File: src/rtl/arrow_input_conditioner.sv
// arrow_input_conditioner: synchronise, debounce and edge-detect four arrow buttons, arbitrate, reject reversals, commit heading on step, keep a timing-perturbed LFSR seed
// Ports: clk; reset (sync, active-low); arrow_up/arrow_down (raw, active-low); arrow_left/arrow_right (raw, active-high);
//        step (commit pulse); game_reset (restart pulse); dir (committed heading); pending (next heading);
//        press_accept (pulse when a press updates pending); seed (nonzero random seed)
module arrow_input_conditioner #(
    parameter int              DEBOUNCE_CYCLES = 100000,
    parameter int              CNT_W           = 17,
    parameter logic [15:0]     SEED_INIT       = 16'hACE1
) (
    input  logic        clk,
    input  logic        reset,
    input  logic        arrow_up,
    input  logic        arrow_down,
    input  logic        arrow_left,
    input  logic        arrow_right,
    input  logic        step,
    input  logic        game_reset,
    output logic [1:0]  dir,
    output logic [1:0]  pending,
    output logic        press_accept,
    output logic [15:0] seed
);
    // bit index doubles as heading code: 0 up, 1 down, 2 left, 3 right
    localparam logic [3:0]       IDLE = 4'b0011;
    localparam logic [CNT_W-1:0] LAST = CNT_W'(DEBOUNCE_CYCLES - 1);
    logic [3:0]       s1, s2, pressed, deb, deb_nxt, ev;
    logic [CNT_W-1:0] cnt [4];
    logic [15:0]      ts, lfsr_next, mix;
    logic [1:0]       r, ref_h;
    logic             any_ev, accept;
    assign pressed   = s2 ^ IDLE;
    assign any_ev    = |ev;
    assign r         = ev[0] ? 2'd0 : ev[1] ? 2'd1 : ev[2] ? 2'd2 : 2'd3;
    // a press racing a step is judged against the heading being committed
    assign ref_h     = step ? pending : dir;
    assign accept    = any_ev && !game_reset && (r != (ref_h ^ 2'd1));
    assign lfsr_next = seed[0] ? ({1'b0, seed[15:1]} ^ 16'hB400) : {1'b0, seed[15:1]};
    assign mix       = lfsr_next ^ ts;
    always_comb begin
        deb_nxt = deb;
        for (int i = 0; i < 4; i++)
            deb_nxt[i] = (pressed[i] != deb[i] && cnt[i] == LAST) ? pressed[i] : deb[i];
        ev = deb_nxt & ~deb;
    end
    always_ff @(posedge clk) begin
        if (!reset) begin
            s1           <= IDLE;
            s2           <= IDLE;
            deb          <= '0;
            for (int i = 0; i < 4; i++) cnt[i] <= '0;
            ts           <= '0;
            seed         <= SEED_INIT;
            dir          <= 2'd0;
            pending      <= 2'd0;
            press_accept <= 1'b0;
        end else begin
            s1  <= {arrow_right, arrow_left, arrow_down, arrow_up};
            s2  <= s1;
            deb <= deb_nxt;
            for (int i = 0; i < 4; i++)
                cnt[i] <= (pressed[i] == deb[i] || cnt[i] == LAST) ? '0 : cnt[i] + 1'b1;
            ts   <= ts + 1'b1;
            // press timing is folded in; a zero result would lock the LFSR
            seed <= any_ev ? ((mix == 16'd0) ? SEED_INIT : mix) : lfsr_next;
            if (game_reset) begin
                dir          <= 2'd0;
                pending      <= 2'd0;
                press_accept <= 1'b0;
            end else begin
                if (step) dir <= pending;
                if (accept) pending <= r;
                press_accept <= accept;
            end
        end
    end
endmodule

File: config.mk
export PLATFORM = sky130hd
export DESIGN_NAME = arrow_input_conditioner
export DESIGN_NICKNAME = d
export VERILOG_FILES = /design/src/rtl/arrow_input_conditioner.sv
export SDC_FILE = /design/constraint.sdc
export NUM_CORES = 1
export LEC_CHECK = 0
export CAP_MARGIN = 25
export CORE_AREA = 5 5 82 122
export CTS_BUF_LIST = sky130_fd_sc_hd__clkbuf_8
export DETAILED_ROUTE_END_ITERATION = 12
export DIE_AREA = 0 0 87 127
export PLACE_DENSITY_LB_ADDON = 0.3
export SLEW_MARGIN = 20
export SYNTH_ARGS = -nofsm -noshare
export SYNTH_HDL_FRONTEND = slang
export SYNTH_SLANG_ARGS = --single-unit
File: constraint.sdc
create_clock -name clk -period 2.75 [get_ports clk]
set_input_delay 0.275 -clock clk [delete_from_list [all_inputs] [get_ports clk]]
set_output_delay 0.275 -clock clk [all_outputs]
set_load 0.02 [all_outputs]
Yosys cells after proc, flatten, opt, wreduce, memory -nomap -nowiden --
Memory sizes are Yosys's and may differ from the RTL's. Cells that the tools add are included.
Storage, ports and cells: register bits after elaboration 49, RAM bits 68, bits of input ports 8, word-level logic and storage cells 73, memories kept 1
Memory list:
- cnt | words 4, bits a word 17, read ports 4, clocked after memory_dff 0, write ports 4, RTL line 27 | logic [CNT_W-1:0] cnt [4];
Operators by class: $add $sub $neg 5, eq/ne operators 13, mux-type cells 21, bitwise logic cells 11, reduce and logical (&&, ||, !) cells 14
Operator list (number):
- $mux 17 | 8
- $add 17x1->17 const B | 4
- $eq 17x17->1 const B | 4
- $mux 16 | 3
- $add 16x1->16 const B | 1
- $logic_not 16->1 | 1
- $xor 16x16->16 | 1
- $mux 1 | 7
- $logic_and 1x1->1 | 6
- $mux 2 | 3
- $and 4x4->4 | 1
- $eq 1x1->1 | 4
- $logic_or 1x1->1 | 4
- $ne 1x1->1 | 4
- $not 3->4 | 1
- $not 4->4 | 1
- $or 1x1->1 | 4
- $reduce_or 4->1 | 1
- $ne 2x2->1 | 1
- $not 1->1 | 2
- $not 2->2 | 1
- $reduce_or 2->1 | 1
- $logic_not 1->1 | 1

Longest topological paths before layout --
depth after elaboration 10, mapped depth 8, mapped depth without buffers 7

Worst setup path before layout --
Ideal clock, no wire load.
path kind register to register, start mem cnt[2][0] (netlist: cnt[0][34]), end reg seed[13], setup time 140 ps, arrival 1813 ps, slack 797 ps, cell stages (with the launch flop) 9, buffers on the path 1, period minus slack after synthesis 1953 ps, cell sequence dfxtp_1 -> ha_1 -> and3_1 -> nand3_1 -> nor3_4 -> or3_1 -> buf_6 -> o32ai_1 -> a41oi_1
RTL lines:
- start: declaration | RTL line 27
- end signal: assignment | RTL line 64 | seed <= any_ev ? ((mix == 16'd0) ? SEED_INIT : mix) : lfsr_next;
- end: declaration | RTL line 21 | output logic [15:0] seed

==> flow_summary_export.csv <==
group,metric,value,unit
synthesis,synthMuxAreaShare,0.00946,
cells_and_area,areaGrowthSynthToFinish,14.1,%
floorplanning,core,8780,sq um
synthesis,synthAdderAreaFrac,0.0118,
clocking,cts_buffers,17,
power,power.density,576,nW/um^2
global_route,grt_start_max_net_pins,25,
place,hpwl,7400,um
floorplanning,die_w,87,um
power,ir_drop,0.000431,V
critical_path,regToRegEndpoint,"seed[13]",
global_route,track_usage,0.205,
critical_path,reg2reg_from,"cnt[0][0]",
critical_path,cp.arrival,2650,ps
route,drt-initial-drc-count,192,
route,met1_length,4500,um
floorplanning,io_pins,29,
cells_and_area,final.fill_count,668,
cells_and_area,drive_gt1_frac,0.0794,
timing,fmax,424,MHz
route,wl_met3,480,um
global_route,grt-ovfl-total,0,
cells_and_area,fin_cells,740,
route,first_pass_iters,4,
route,vias,4197,
clocking,post-cts-setup-buffers,0,
timing,setup_viol,0,
hold_path,hp-class,"flip-flop to flip-flop",
synthesis,synth_largest_area_cell,"dfxtp_1",
route,postRouteAntennaNets,0,
critical_path,r2r_slack,390,ps
route,top_layer,"met4",
status,status,"finished clean",
hold_path,hold_start,"s1[1]",
critical_path,r2r_cells,7,
clocking,clkLatencyLatePin,440,ps
synthesis,yosysMostFrequentCell,"dfxtp_1",
synthesis,synth_top_area_share,0.443,
critical_path,crit_path_end_kind,"flip-flop",
synthesis,syn_area,5290,sq um
synthesis,yosys_warnings,0,
synthesis,yosysUniqueCellTypes,51,
critical_path,crit_fanout,11,
route,drcViolationCount,0,
clocking,cts_tree,"yes",
synthesis,ys_async_sr_fraction,0,
place,gp_congestion,0.807,
synthesis,synth_area_per_cell,9.03,sq um
timing,layout_min_cycle_time,2360,ps
critical_path,start_kind,"flip-flop",
cells_and_area,nNetsFinal,630,
synthesis,synth_commonest_cells,"dfxtp_1, nor2_1, xor2_1, xnor2_1, nand3_1",
clocking,post_cts_resized,0,
cells_and_area,multiInputGateArea,2810,sq um
clocking,clk_pin_slew_worst_paths,70,ps
synthesis,yosysSeqAreaShare,0.443,
route,routed_wl,10600,um
floorplanning,initial_utilization,0.603,
synthesis,synth-xor-area-share,0.164,
place,placed_cells,708,
synthesis,syn_nets,599,
global_route,grt_first_pass_wirelength,18300,um
synthesis,synth-edff-count,0,
clocking,clock_path_buffers,2,
floorplanning,die_h,127,um
hold_path,hold_depth,1,
critical_path,cp_slowest_cell,"or3_1",
clocking,cts.sinks,117,
cells_and_area,seq_area,2340,sq um
critical_path,worstPathRequired,3040,ps
floorplanning,row_count,42,
synthesis,ys_ff_latch,117,
timing,hold_violations,0,
synthesis,syn_inst,586,
timing,skew,10.8,ps
timing,finalMaxSlewViolations,0,
cells_and_area,utilization,0.688,
clocking,cts_hold_buffers,0,
global_route,antenna_found_initial,0,
power,p_leak,0.00214,uW
synthesis,synth_ff_type,"dfxtp_1",
synthesis,yosys.area_share.simple,0.272,
timing,setup-tns-final,0,ps
critical_path,max_stage_delay,420,ps
timing,rsz0062_at_grt,"no",
clocking,ctsHtreeMaxLevel,4,
floorplanning,die_area,11000,sq um
clocking,root_buffer,"clkbuf_8",
synthesis,synth_top_family_by_area,"simple AND/OR/NAND/NOR gates",
run,drv_cap,0,
synthesis,synth_area_leaders,"dfxtp_1, xor2_1, nor2_1",
cells_and_area,antenna_cells,0,
route,dr_wl_met2,5360,um
timing,slew_headroom,0.566,
hold_path,min_to,"s2[1]",
timing,worst_slew_pin_slew,649,ps
place,io_buffers,28,
critical_path,path_cells,"ha_1 -> and4_1 -> nand4_1 -> nor3_1 -> or3_1 -> o21a_2 -> a41oi_1",
critical_path,worstSetupPathType,"flip-flop to flip-flop",
synthesis,synth_compound_area_frac,0.0745,
route,wire_per_inst,14.3,um
global_route,grt_pass1_vias,4136,
route,avgViaCountPerCell,5.67,
timing,period_share,0.858,
[worst max-delay path by stage]
stage / start / to / slack, ps / cells past startpoint
2_1_floorplan: cnt[0][34] / seed[13] / 800 / 8
3_5_place_dp: cnt[0][0] / seed[13] / 420 / 7
6_report: cnt[0][0] / seed[13] / 390 / 7
4_1_cts: cnt[0][0] / seed[13] / 380 / 7
3_3_place_gp: cnt[0][0] / seed[15] / 500 / 7
5_1_grt: cnt[0][0] / seed[13] / 200 / 7
[state kept, by name, indices dropped and copies added, names as in the netlist]
register,cells
ts,16
deb,4
s2,4
pending,2
press_accept,1
dir,2
cnt,68
s1,4
seed,16
[cell usage in the layout (no fill, tap or decap), types with 5 or more instances in the layout]
cell type	n
o32ai_1	8
o21ai_0	6
inv_1	15
xnor2_1	39
mux2i_1	5
a41oi_1	8
xor2_1	60
or3_1	19
nor3_1	9
ha_1	5
nand3_1	30
dfxtp_1	117
o31ai_1	7
clkbuf_8	19
and3_1	13
a21oi_1	11
buf_4	6
nand2_1	29
nor2_1	107
nand4_1	21
nand2b_1	9
clkdlybuf4s50_1	28
and2_1	9
[area by class of cell]
| class | count | share of cell area |
|---|---|---|
| Clock buffer | 19 | 0.0433 |
| Clock inverter | 13 | 0.0195 |
| Inverter | 11 | 0.00684 |
| Multi-Input combinational cell | 436 | 0.466 |
| Sequential cell | 117 | 0.388 |
| Tap cell | 110 | 0.0228 |
| Timing Repair Buffer | 34 | 0.0539 |
[logic make-up after synthesis]
logic type	Yosys count
AOI/OAI and AO/OA	51
xor gates and xnor gates	99
adders and majority gates	5
buffers and inverters	33
DFF	117
muxes	5
and+or+nand+nor	276
[stage by stage]
stage                     cell area (sq um)  total power, uW  hold slack (ps)  worst slack (ps)
final                                  6040             3480              410               389
after global routing                   6040             3600              407               200
after CTS                              6040             3510              394               382
after detailed placement               5660             2030              404               424
after global placement                 5660             2030              408               504
after floorplan                        5290             1940              376               797
[worst max-delay path: cells and delay by family (launching register included)]
kind,cells,cell delay [ps]
compound gates,2,480
simple gates,4,1160
flops,1,370
fa+ha+maj,1,210
[report_power, final]
group          internal, uW  switching [uW]  leakage (uW)
Sequential             1730            46.3      0.000949
Clock                   831             650      0.000202
Combinational           107             111      0.000985
[per-layer routing]
layer	up-vias	GRT usage
met2	86	0.353
met5	-	0
li1	2088	-
met3	22	0.0535
met4	0	0.0872
met1	2001	0.237
(Power assumes the default switching activity.)
